## config.mk

```make
export PLATFORM = sky130hd
export DESIGN_NAME = mult_arbiter_flat
export DESIGN_NICKNAME = d
export VERILOG_FILES = /design/src/rtl/mult_arbiter_if.sv /design/src/rtl/mult_arbiter.sv /design/src/flat_wrapper.sv
export SDC_FILE = /design/constraint.sdc
export NUM_CORES = 1
export LEC_CHECK = 0
export ABC_AREA = 1
export CORE_MARGIN = 1.5
export CORE_UTILIZATION = 49
export CTS_BUF_LIST = sky130_fd_sc_hd__clkbuf_8
export DETAILED_ROUTE_END_ITERATION = 12
export PLACE_DENSITY_LB_ADDON = 0.25
export REMOVE_ABC_BUFFERS = 1
export SKIP_CTS_REPAIR_TIMING = 1
export SYNTH_ARGS = -nofsm -noshare
export SYNTH_HDL_FRONTEND = slang
export SYNTH_SLANG_ARGS = --single-unit
```

## constraint.sdc

```tcl
create_clock -name clk -period 4.9 [get_ports clk]
set_input_delay 1.47 -clock clk [delete_from_list [all_inputs] [get_ports clk]]
set_output_delay 1.47 -clock clk [all_outputs]
set_load 0.1 [all_outputs]
```

## src/rtl/mult_arbiter_if.sv

```systemverilog
// Requester-side bus of the multiplier arbiter: flattened operand slices in,
// one-hot grant/ack and the shared product/error back out.
interface mult_arbiter_if #(
  parameter int N_REQ = 4,
  parameter int W     = 3
);
  logic [N_REQ-1:0]   req;
  logic [N_REQ*W-1:0] mr_in;
  logic [N_REQ*W-1:0] md_in;
  logic [N_REQ-1:0]   gnt;
  logic [N_REQ-1:0]   ack;
  logic [2*W-1:0]     result;
  logic               err;

  modport master (output req, mr_in, md_in, input gnt, ack, result, err);
  modport slave  (input req, mr_in, md_in, output gnt, ack, result, err);
endinterface

```

## src/rtl/mult_arbiter.sv

```systemverilog
// Round-robin arbiter/sequencer sharing one shift-add multiplier among N_REQ requesters.
// Optional wait-for-done watchdog enabled by defining MULT_TIMEOUT_EN.
module mult_arbiter #(
  parameter int N_REQ   = 4,
  parameter int W       = 3,
  parameter int TIMEOUT = 64
) (
  input  logic           clk,
  input  logic           rst_n,
  mult_arbiter_if.slave  bus,
  output logic           busy,
  output logic           m_init,
  output logic [W-1:0]   m_mr,
  output logic [W-1:0]   m_md,
  input  logic [2*W-1:0] m_pp,
  input  logic           m_done
);
  localparam int PW = (N_REQ > 1) ? $clog2(N_REQ) : 1;

  typedef enum logic [2:0] {IDLE, START, ARM, WAIT, DONE} state_t;

  state_t           state, state_n;
  logic [PW-1:0]    ptr, ptr_n, sel;
  logic             found;
  logic [N_REQ-1:0] gnt, gnt_n, ack, ack_n;
  logic [2*W-1:0]   result, result_n;
  logic             busy_n, m_init_n;
  logic [W-1:0]     m_mr_n, m_md_n;
`ifdef MULT_TIMEOUT_EN
  localparam int CW = $clog2(TIMEOUT + 1);
  logic [CW-1:0]    cnt, cnt_n;
  logic             err, err_n;
`endif

  function automatic logic [PW-1:0] wrap(input int unsigned v);
    return (v >= N_REQ) ? PW'(v - N_REQ) : PW'(v);
  endfunction

  // Search starts one past the last winner, so the last winner ranks lowest.
  always_comb begin
    found = 1'b0;
    sel   = '0;
    for (int unsigned k = 1; k <= N_REQ; k++) begin
      if (!found && bus.req[wrap(32'(ptr) + k)]) begin
        found = 1'b1;
        sel   = wrap(32'(ptr) + k);
      end
    end
  end

  always_comb begin
    state_n  = state;
    ptr_n    = ptr;
    gnt_n    = gnt;
    ack_n    = '0;
    result_n = result;
    m_init_n = 1'b0;
    m_mr_n   = m_mr;
    m_md_n   = m_md;
`ifdef MULT_TIMEOUT_EN
    cnt_n    = cnt;
    err_n    = err;
`endif
    case (state)
      IDLE: if (found) begin
        state_n  = START;
        ptr_n    = sel;
        gnt_n    = N_REQ'(1) << sel;
        m_mr_n   = bus.mr_in[32'(sel)*W +: W];
        m_md_n   = bus.md_in[32'(sel)*W +: W];
        m_init_n = 1'b1;
      end
      START: begin
        state_n = ARM;
`ifdef MULT_TIMEOUT_EN
        cnt_n   = '0;
`endif
      end
      // A done left over from the previous product is still visible here.
      ARM: begin
        state_n = WAIT;
`ifdef MULT_TIMEOUT_EN
        cnt_n   = cnt + 1'b1;
`endif
      end
      WAIT: begin
        if (m_done) begin
          state_n  = DONE;
          result_n = m_pp;
          ack_n    = gnt;
`ifdef MULT_TIMEOUT_EN
          err_n    = 1'b0;
        end else if (cnt == CW'(TIMEOUT - 1)) begin
          state_n  = DONE;
          result_n = '0;
          ack_n    = gnt;
          err_n    = 1'b1;
        end else begin
          cnt_n    = cnt + 1'b1;
`endif
        end
      end
      DONE: begin
        state_n = IDLE;
        gnt_n   = '0;
      end
      default: state_n = IDLE;
    endcase
    busy_n = (state_n != IDLE);
  end

  always_ff @(posedge clk or negedge rst_n) begin
    if (!rst_n) begin
      state  <= IDLE;
      ptr    <= PW'(N_REQ - 1);
      gnt    <= '0;
      ack    <= '0;
      result <= '0;
      busy   <= 1'b0;
      m_init <= 1'b0;
      m_mr   <= '0;
      m_md   <= '0;
`ifdef MULT_TIMEOUT_EN
      cnt    <= '0;
      err    <= 1'b0;
`endif
    end else begin
      state  <= state_n;
      ptr    <= ptr_n;
      gnt    <= gnt_n;
      ack    <= ack_n;
      result <= result_n;
      busy   <= busy_n;
      m_init <= m_init_n;
      m_mr   <= m_mr_n;
      m_md   <= m_md_n;
`ifdef MULT_TIMEOUT_EN
      cnt    <= cnt_n;
      err    <= err_n;
`endif
    end
  end

  assign bus.gnt    = gnt;
  assign bus.ack    = ack;
  assign bus.result = result;
`ifdef MULT_TIMEOUT_EN
  assign bus.err    = err;
`else
  assign bus.err    = 1'b0;
`endif
endmodule
```

## src/flat_wrapper.sv

```systemverilog
// flat-port wrapper written by rule: the top's interface ports become plain ports
module mult_arbiter_flat 
#(
  parameter int N_REQ   = 4,
  parameter int W       = 3,
  parameter int TIMEOUT = 64
)
  (clk, rst_n, busy, m_init, m_mr, m_md, m_pp, m_done, bus_req, bus_mr_in, bus_md_in, bus_gnt, bus_ack, bus_result, bus_err);
  mult_arbiter_if #(.N_REQ(N_REQ), .W(W)) bus_i ();
  input  logic clk;
  input  logic rst_n;
  output logic busy;
  output logic m_init;
  output logic [W-1:0] m_mr;
  output logic [W-1:0] m_md;
  input  logic [2*W-1:0] m_pp;
  input  logic m_done;
  input wire logic [$bits(bus_i.req)-1:0] bus_req;
  input wire logic [$bits(bus_i.mr_in)-1:0] bus_mr_in;
  input wire logic [$bits(bus_i.md_in)-1:0] bus_md_in;
  output wire logic [$bits(bus_i.gnt)-1:0] bus_gnt;
  output wire logic [$bits(bus_i.ack)-1:0] bus_ack;
  output wire logic [$bits(bus_i.result)-1:0] bus_result;
  output wire logic [$bits(bus_i.err)-1:0] bus_err;
  assign bus_i.req = bus_req;
  assign bus_i.mr_in = bus_mr_in;
  assign bus_i.md_in = bus_md_in;
  assign bus_gnt = bus_i.gnt;
  assign bus_ack = bus_i.ack;
  assign bus_result = bus_i.result;
  assign bus_err = bus_i.err;
  mult_arbiter #(.N_REQ(N_REQ), .W(W), .TIMEOUT(TIMEOUT)) u_core (.clk(clk), .rst_n(rst_n), .bus(bus_i), .busy(busy), .m_init(m_init), .m_mr(m_mr), .m_md(m_md), .m_pp(m_pp), .m_done(m_done));
endmodule
```

# Word level (Yosys, flattened, before mapping)
# Cells that the tools add are included.
dict set report op_classes {
  n_lt_le_gt_ge 8
  reduce_logical 12
  shifts 3
  mul 1
  addsub 8
  n_eq_ne 5
  n_mux 29
}
# operator count
set ops {}
lappend ops {{variable part select 12 x 5 -> 3 bit} 2}
lappend ops {{2-to-1 mux 2 bit} 8}
lappend ops {{less-than comparator 2 x 3 -> 1 bit, second input constant} 4}
lappend ops {{2-to-1 mux 4 bit} 3}
lappend ops {{one-hot mux 3 bit (4 select lines)} 1}
lappend ops {{2-to-1 mux 1 bit} 10}
lappend ops {{greater-or-equal comparator 3 bit, second input constant} 3}
lappend ops {{binary-select mux 1 bit (select 2 bit)} 4}
lappend ops {{one-hot mux 4 bit (2 select lines)} 1}
lappend ops {{subtractor 2 x 1 -> 2 bit, second input constant} 4}
lappend ops {{adder 2 x 2 -> 3 bit, second input constant} 2}
lappend ops {{equality test 3 x 2 -> 1 bit, second input constant} 2}
lappend ops {{2-to-1 mux 3 bit} 2}
lappend ops {{AND reduction 2 bit} 3}
lappend ops {{adder 2 x 3 -> 4 bit, second input constant} 1}
lappend ops {{greater-or-equal comparator 4 x 3 -> 1 bit, second input constant} 1}
lappend ops {{multiplier 2 x 2 -> 4 bit, second input constant} 1}
lappend ops {{left shift 1 x 2 -> 4 bit, first input constant} 1}
lappend ops {{adder 2 x 1 -> 3 bit, second input constant} 1}
lappend ops {{equality test 3 x 1 -> 1 bit, second input constant} 1}
lappend ops {{equality test 3 bit, second input constant} 1}
lappend ops {{logical AND 1 bit} 3}
lappend ops {{zero test 1 bit} 3}
lappend ops {{zero test 3 bit} 1}
lappend ops {{other kinds (3)} 3}
dict set report word_totals {
  wordCells 75
  regBits 27
  out_inout_bits 23
}

# Longest topological paths before layout
dict set report logic_depth {
  word_depth 18
  mapped_depth 17
  depth_no_buf 15
}

# Least setup slack after synthesis
# OpenSTA, ideal clock, no wires.
dict set report synth_path {
  path_kind {input-to-reg}
  start {in bus_req[3]}
  end {reg u_core.m_md[1]}
  arrival_ns 2.505
  cell_stages 12
  setup_time_ns 0.126
  required_time_ns 4.774
  slack_ns 2.269
  path_cell_list {inv_1 > nand2_1 > nand3_1 > nand2_1 > nor2_4 > nand3_2 > nand2_2 > nand2_2 > buf_6 > or2_0 > nand3_1 > nand3_1}
}
dict set report synth_between {
  elab_chain_cells 14
  elab_cells_between_ends 25
  classes_between {1 x mul; 1 x shift; 16 x mux; 7 x reduce/logical}
}
# element line
set synth_lines {}
lappend synth_lines {{start: declaration} flat_wrapper.sv:18} ;# input wire logic [$bits(bus_i.req)-1:0] bus_req;
lappend synth_lines {{binary-select mux 1 bit (select 2 bit)} mult_arbiter.sv:44} ;# if (!found && bus.req[wrap(32'(ptr) + k)]) begin
lappend synth_lines {{2-to-1 mux 1 bit (implied by the code)} mult_arbiter.sv:44}
lappend synth_lines {{2-to-1 mux 1 bit} mult_arbiter.sv:44}
lappend synth_lines {{zero test 1 bit} mult_arbiter.sv:44}
lappend synth_lines {{logical AND 1 bit} mult_arbiter.sv:44}
lappend synth_lines {{2-to-1 mux 1 bit} mult_arbiter.sv:44}
lappend synth_lines {{zero test 1 bit} mult_arbiter.sv:44}
lappend synth_lines {{logical AND 1 bit} mult_arbiter.sv:44}
lappend synth_lines {{2-to-1 mux 1 bit} mult_arbiter.sv:44}
lappend synth_lines {{zero test 1 bit} mult_arbiter.sv:44}
lappend synth_lines {{logical AND 1 bit} mult_arbiter.sv:44}
lappend synth_lines {{2-to-1 mux 2 bit} mult_arbiter.sv:44}
lappend synth_lines {{multiplier 2 x 2 -> 4 bit} mult_arbiter.sv:70} ;# m_md_n = bus.md_in[32'(sel)*W +: W];
lappend synth_lines {{variable part select 12 x 5 -> 3 bit} mult_arbiter.sv:70}
lappend synth_lines {{end signal: assignment} mult_arbiter.sv:136} ;# m_md <= m_md_n;
lappend synth_lines {{end: declaration} mult_arbiter.sv:14} ;# output logic [W-1:0] m_md,
# Parallel ways exist; a longest one is shown, timed or not. The select of a mux whose other input is x is not followed.
# A chain may end at the register's enable or synchronous reset.

# Worst setup path after layout
dict set report layout_path {
  start {reg u_core.m_md[0]}
  end {out m_md[0]}
}
# element line
set layout_rtl {}
lappend layout_rtl {{end: declaration} flat_wrapper.sv:15} ;# output logic [W-1:0] m_md;
# No word-level cell between the ends.

==> out/results.tsv <==
stage	metric	value	unit
outcome	status	complete, no violations	
cells_and_area	area used by multi-input combinational logic	679	um^2
sta	Hold Slack	0.483	ns
sta	post-route minimum period	3.27	ns
routing	DRC errors left	0	
cts	total CTS buffers	3	
routing	first-pass detailed-route iteration total	4	
synthesis	part of the Yosys area used for sequential elements	0.438	
cells_and_area	Filler Cell Count	240	
floorplan	count of standard-cell rows	20	
grt	maximum number of pins on one net before global-route repair	28	
cells_and_area	area growth from synthesis to layout	40.8	%
synthesis	Top FF cell, synth	sky130_fd_sc_hd__dfrtp_1	
placement	half-perimeter wire length after placement	2380	um
placement	final RePlAce weighted congestion	0.850	
grt	vias in the first global route	1274	
cells_and_area	final antenna diode count	0	
sta	Slew Limit Headroom	0.344	
floorplan	vertical extent of the die	59.2	um
floorplan	count of pins on the block boundary	60	
cells_and_area	FF/Latch Area	678	um^2
synthesis	mean area per synthesized cell	7.27	um^2
routing	initial DRC count	104	
routing	total via count after detailed routing	1438	
cts	CTS Sinks	27	
routing	Vias per Instance	4.59	
setup_path	number of buffer and inverter stages on the critical path	1	
grt	total global routing overflow	0	
cells_and_area	post-layout utilization of the core	0.720	
setup_path	CP peak stage delay	1.15	ns
sta	number of max-slew violations in the final report	0	
floorplan	die area	0.00350	mm^2
placement	Cell Count Post-Placement	309	
cells_and_area	fraction of final layout cells with drive strength greater than 1	0.108	
synthesis	mapped cell area	0.00155	mm^2
job	number of max-cap violations	0	
routing	post-detailed-routing wire length	3220	um
setup_path	cell type group with the largest total delay on the critical path	buffers and inverters	
cts	deepest clock path buffer count	2	
sta	hold violation total from the final report	0	
routing	routed len/inst	10.3	um
cells_and_area	most common cell after layout, fill and taps aside	sky130_fd_sc_hd__nand2_1	
setup_path	Crit Path Class	reg -> out	
setup_path	kind of end point of the critical path	primary output	
sta	portion of the clock cycle consumed by the worst path in the final layout	0.668	
sta	worst slew pin tran	0.981	ns
sta	final clock skew	0.00825	ns
sta	Setup TNS Final	0	ns
cts	clock latency of the later-clocked register in the worst-skew pair	0.28	ns
cts	clock edge transition at the registers on the reported setup and hold paths	0.09	ns
synthesis	library cells used by synthesis	27	
cts	H-tree lvl count	1	
cells_and_area	final non-filler cell total	313	
setup_path	CP cell instances	clkdlybuf4s50_1	
setup_path	crit path max-delay cell type	sky130_fd_sc_hd__clkdlybuf4s50_1	
grt	initial antenna violation count	0	
synthesis	synthesized netlist cell count	213	
sta	highest clock rate	306	MHz
cells_and_area	most frequent cells in the layout	sky130_fd_sc_hd__nand2_1 (75), sky130_fd_sc_hd__clkdlybuf4s50_1 (58), sky130_fd_sc_hd__inv_1 (29), sky130_fd_sc_hd__nand3_1 (26), sky130_fd_sc_hd__dfrtp_1 (25)	
cts	CTS tree	built	
floorplan	core area	0.00303	mm^2
setup_path	arrival time at the worst endpoint	1.80	ns
grt	GRT Resource Usage Total	0.199	
setup_path	CP Launch Type	flip-flop	
synthesis	number of synthesized flops with an enable pin	0	
synthesis	FF+latch count, synth	27	
synthesis	share of flip-flops with an asynchronous set or reset after synthesis	1.00	
cts	CTS Root Buffer Type	sky130_fd_sc_hd__clkbuf_8	
hold_path	path category of the worst min-delay check	reg -> reg	
floorplan	die span in x	59.2	um
setup_path	largest fanout of any net on the critical path	2	
grt	global-route wire length before repair	5280	um
placement	number of port buffers	58	
sta	RSZ-0062 raised after global routing	no	
setup_path	Required @ worst endpoint	3.43	ns
cells_and_area	Post-layout nets	307	
routing	remaining antenna violation count	0	
sta	# setup viols final	0	
floorplan	effective utilization at floorplan	0.511	
synthesis	number of synthesis warnings	0	
-- cell families (layout without fill, tap and decap cells) --
kind of cell | Yosys count | count (layout) | synth area share
AOI/OAI and AO/OA | 8 | 8 | 0.0299
buffers and inverters | 39 | 95 | 0.123
DFF | 27 | 27 | 0.438
other | 1 | 1 | 0.00242
and+or+nand+nor | 138 | 138 | 0.407
-- synth_stat cells (2+ instances only) --
master / n / area share
sky130_fd_sc_hd__nand3_1: 26 / 0.084
sky130_fd_sc_hd__o22ai_1: 2 / 0.0081
sky130_fd_sc_hd__nand2_1: 75 / 0.18
sky130_fd_sc_hd__or2_2: 4 / 0.016
sky130_fd_sc_hd__inv_1: 29 / 0.070
sky130_fd_sc_hd__nand2_2: 12 / 0.049
sky130_fd_sc_hd__dfstp_2: 2 / 0.034
sky130_fd_sc_hd__buf_6: 3 / 0.022
sky130_fd_sc_hd__or2_0: 5 / 0.020
sky130_fd_sc_hd__dfrtp_1: 25 / 0.40
sky130_fd_sc_hd__o21ai_0: 2 / 0.0065
sky130_fd_sc_hd__nand4_1: 3 / 0.012
sky130_fd_sc_hd__nor2_1: 9 / 0.022
sky130_fd_sc_hd__buf_4: 3 / 0.015
-- path summary, 6_finish.rpt --
path,startpoint,to,slack [ns],cells past startpoint
max in group asynchronous,rst_n,u_core.ptr[1],3.05,2
hold / removal,u_core.bus.result[0],u_core.bus.result[0],0.48,2
setup / recovery,u_core.m_md[0],m_md[0],1.63,1
min in group asynchronous,rst_n,u_core.bus.result[3],1.55,2
setup reg to reg,u_core.ptr[0],u_core.m_mr[1],2.75,12
hold reg to reg,u_core.bus.result[0],u_core.bus.result[0],0.48,2
-- cell type report --
class / count / area share
Multi-Input combinational cell: 147 / 0.312
Sequential cell: 27 / 0.311
Timing Repair Buffer: 59 / 0.270
Inverter: 32 / 0.0597
Tap cell: 44 / 0.0253
Clock buffer: 3 / 0.0189
Clock inverter: 1 / 0.00344
-- routing by layer --
metal  vias up  track usage  wire length (um)
met5         -            0                 0
met4         0       0.0455                 6
met3         2       0.0459               144
met2        38        0.339              1630
met1       639        0.256              1440
li1        759            -                 -
-- state kept, by name (all words and copies together), names as in the netlist --
name and flops:
u_core.bus.ack 4, u_core.bus.result 6, u_core.bus.gnt 4, u_core.m_init 1, u_core.m_md 3, u_core.state 3
u_core.ptr 2, u_core.m_mr 3, u_core.busy 1
-- metrics by stage --
step	cell area, um^2	worst slack (ns)
3_5_place_dp	2130	1.49
2_1_floorplan	1490	2.17
5_1_grt	2180	1.58
6_report	2180	1.63
3_3_place_gp	2130	1.51
4_1_cts	2180	1.62
Power is not shown: default switching activity piles up to over one toggle a cycle in this logic, so the estimate is an artifact.
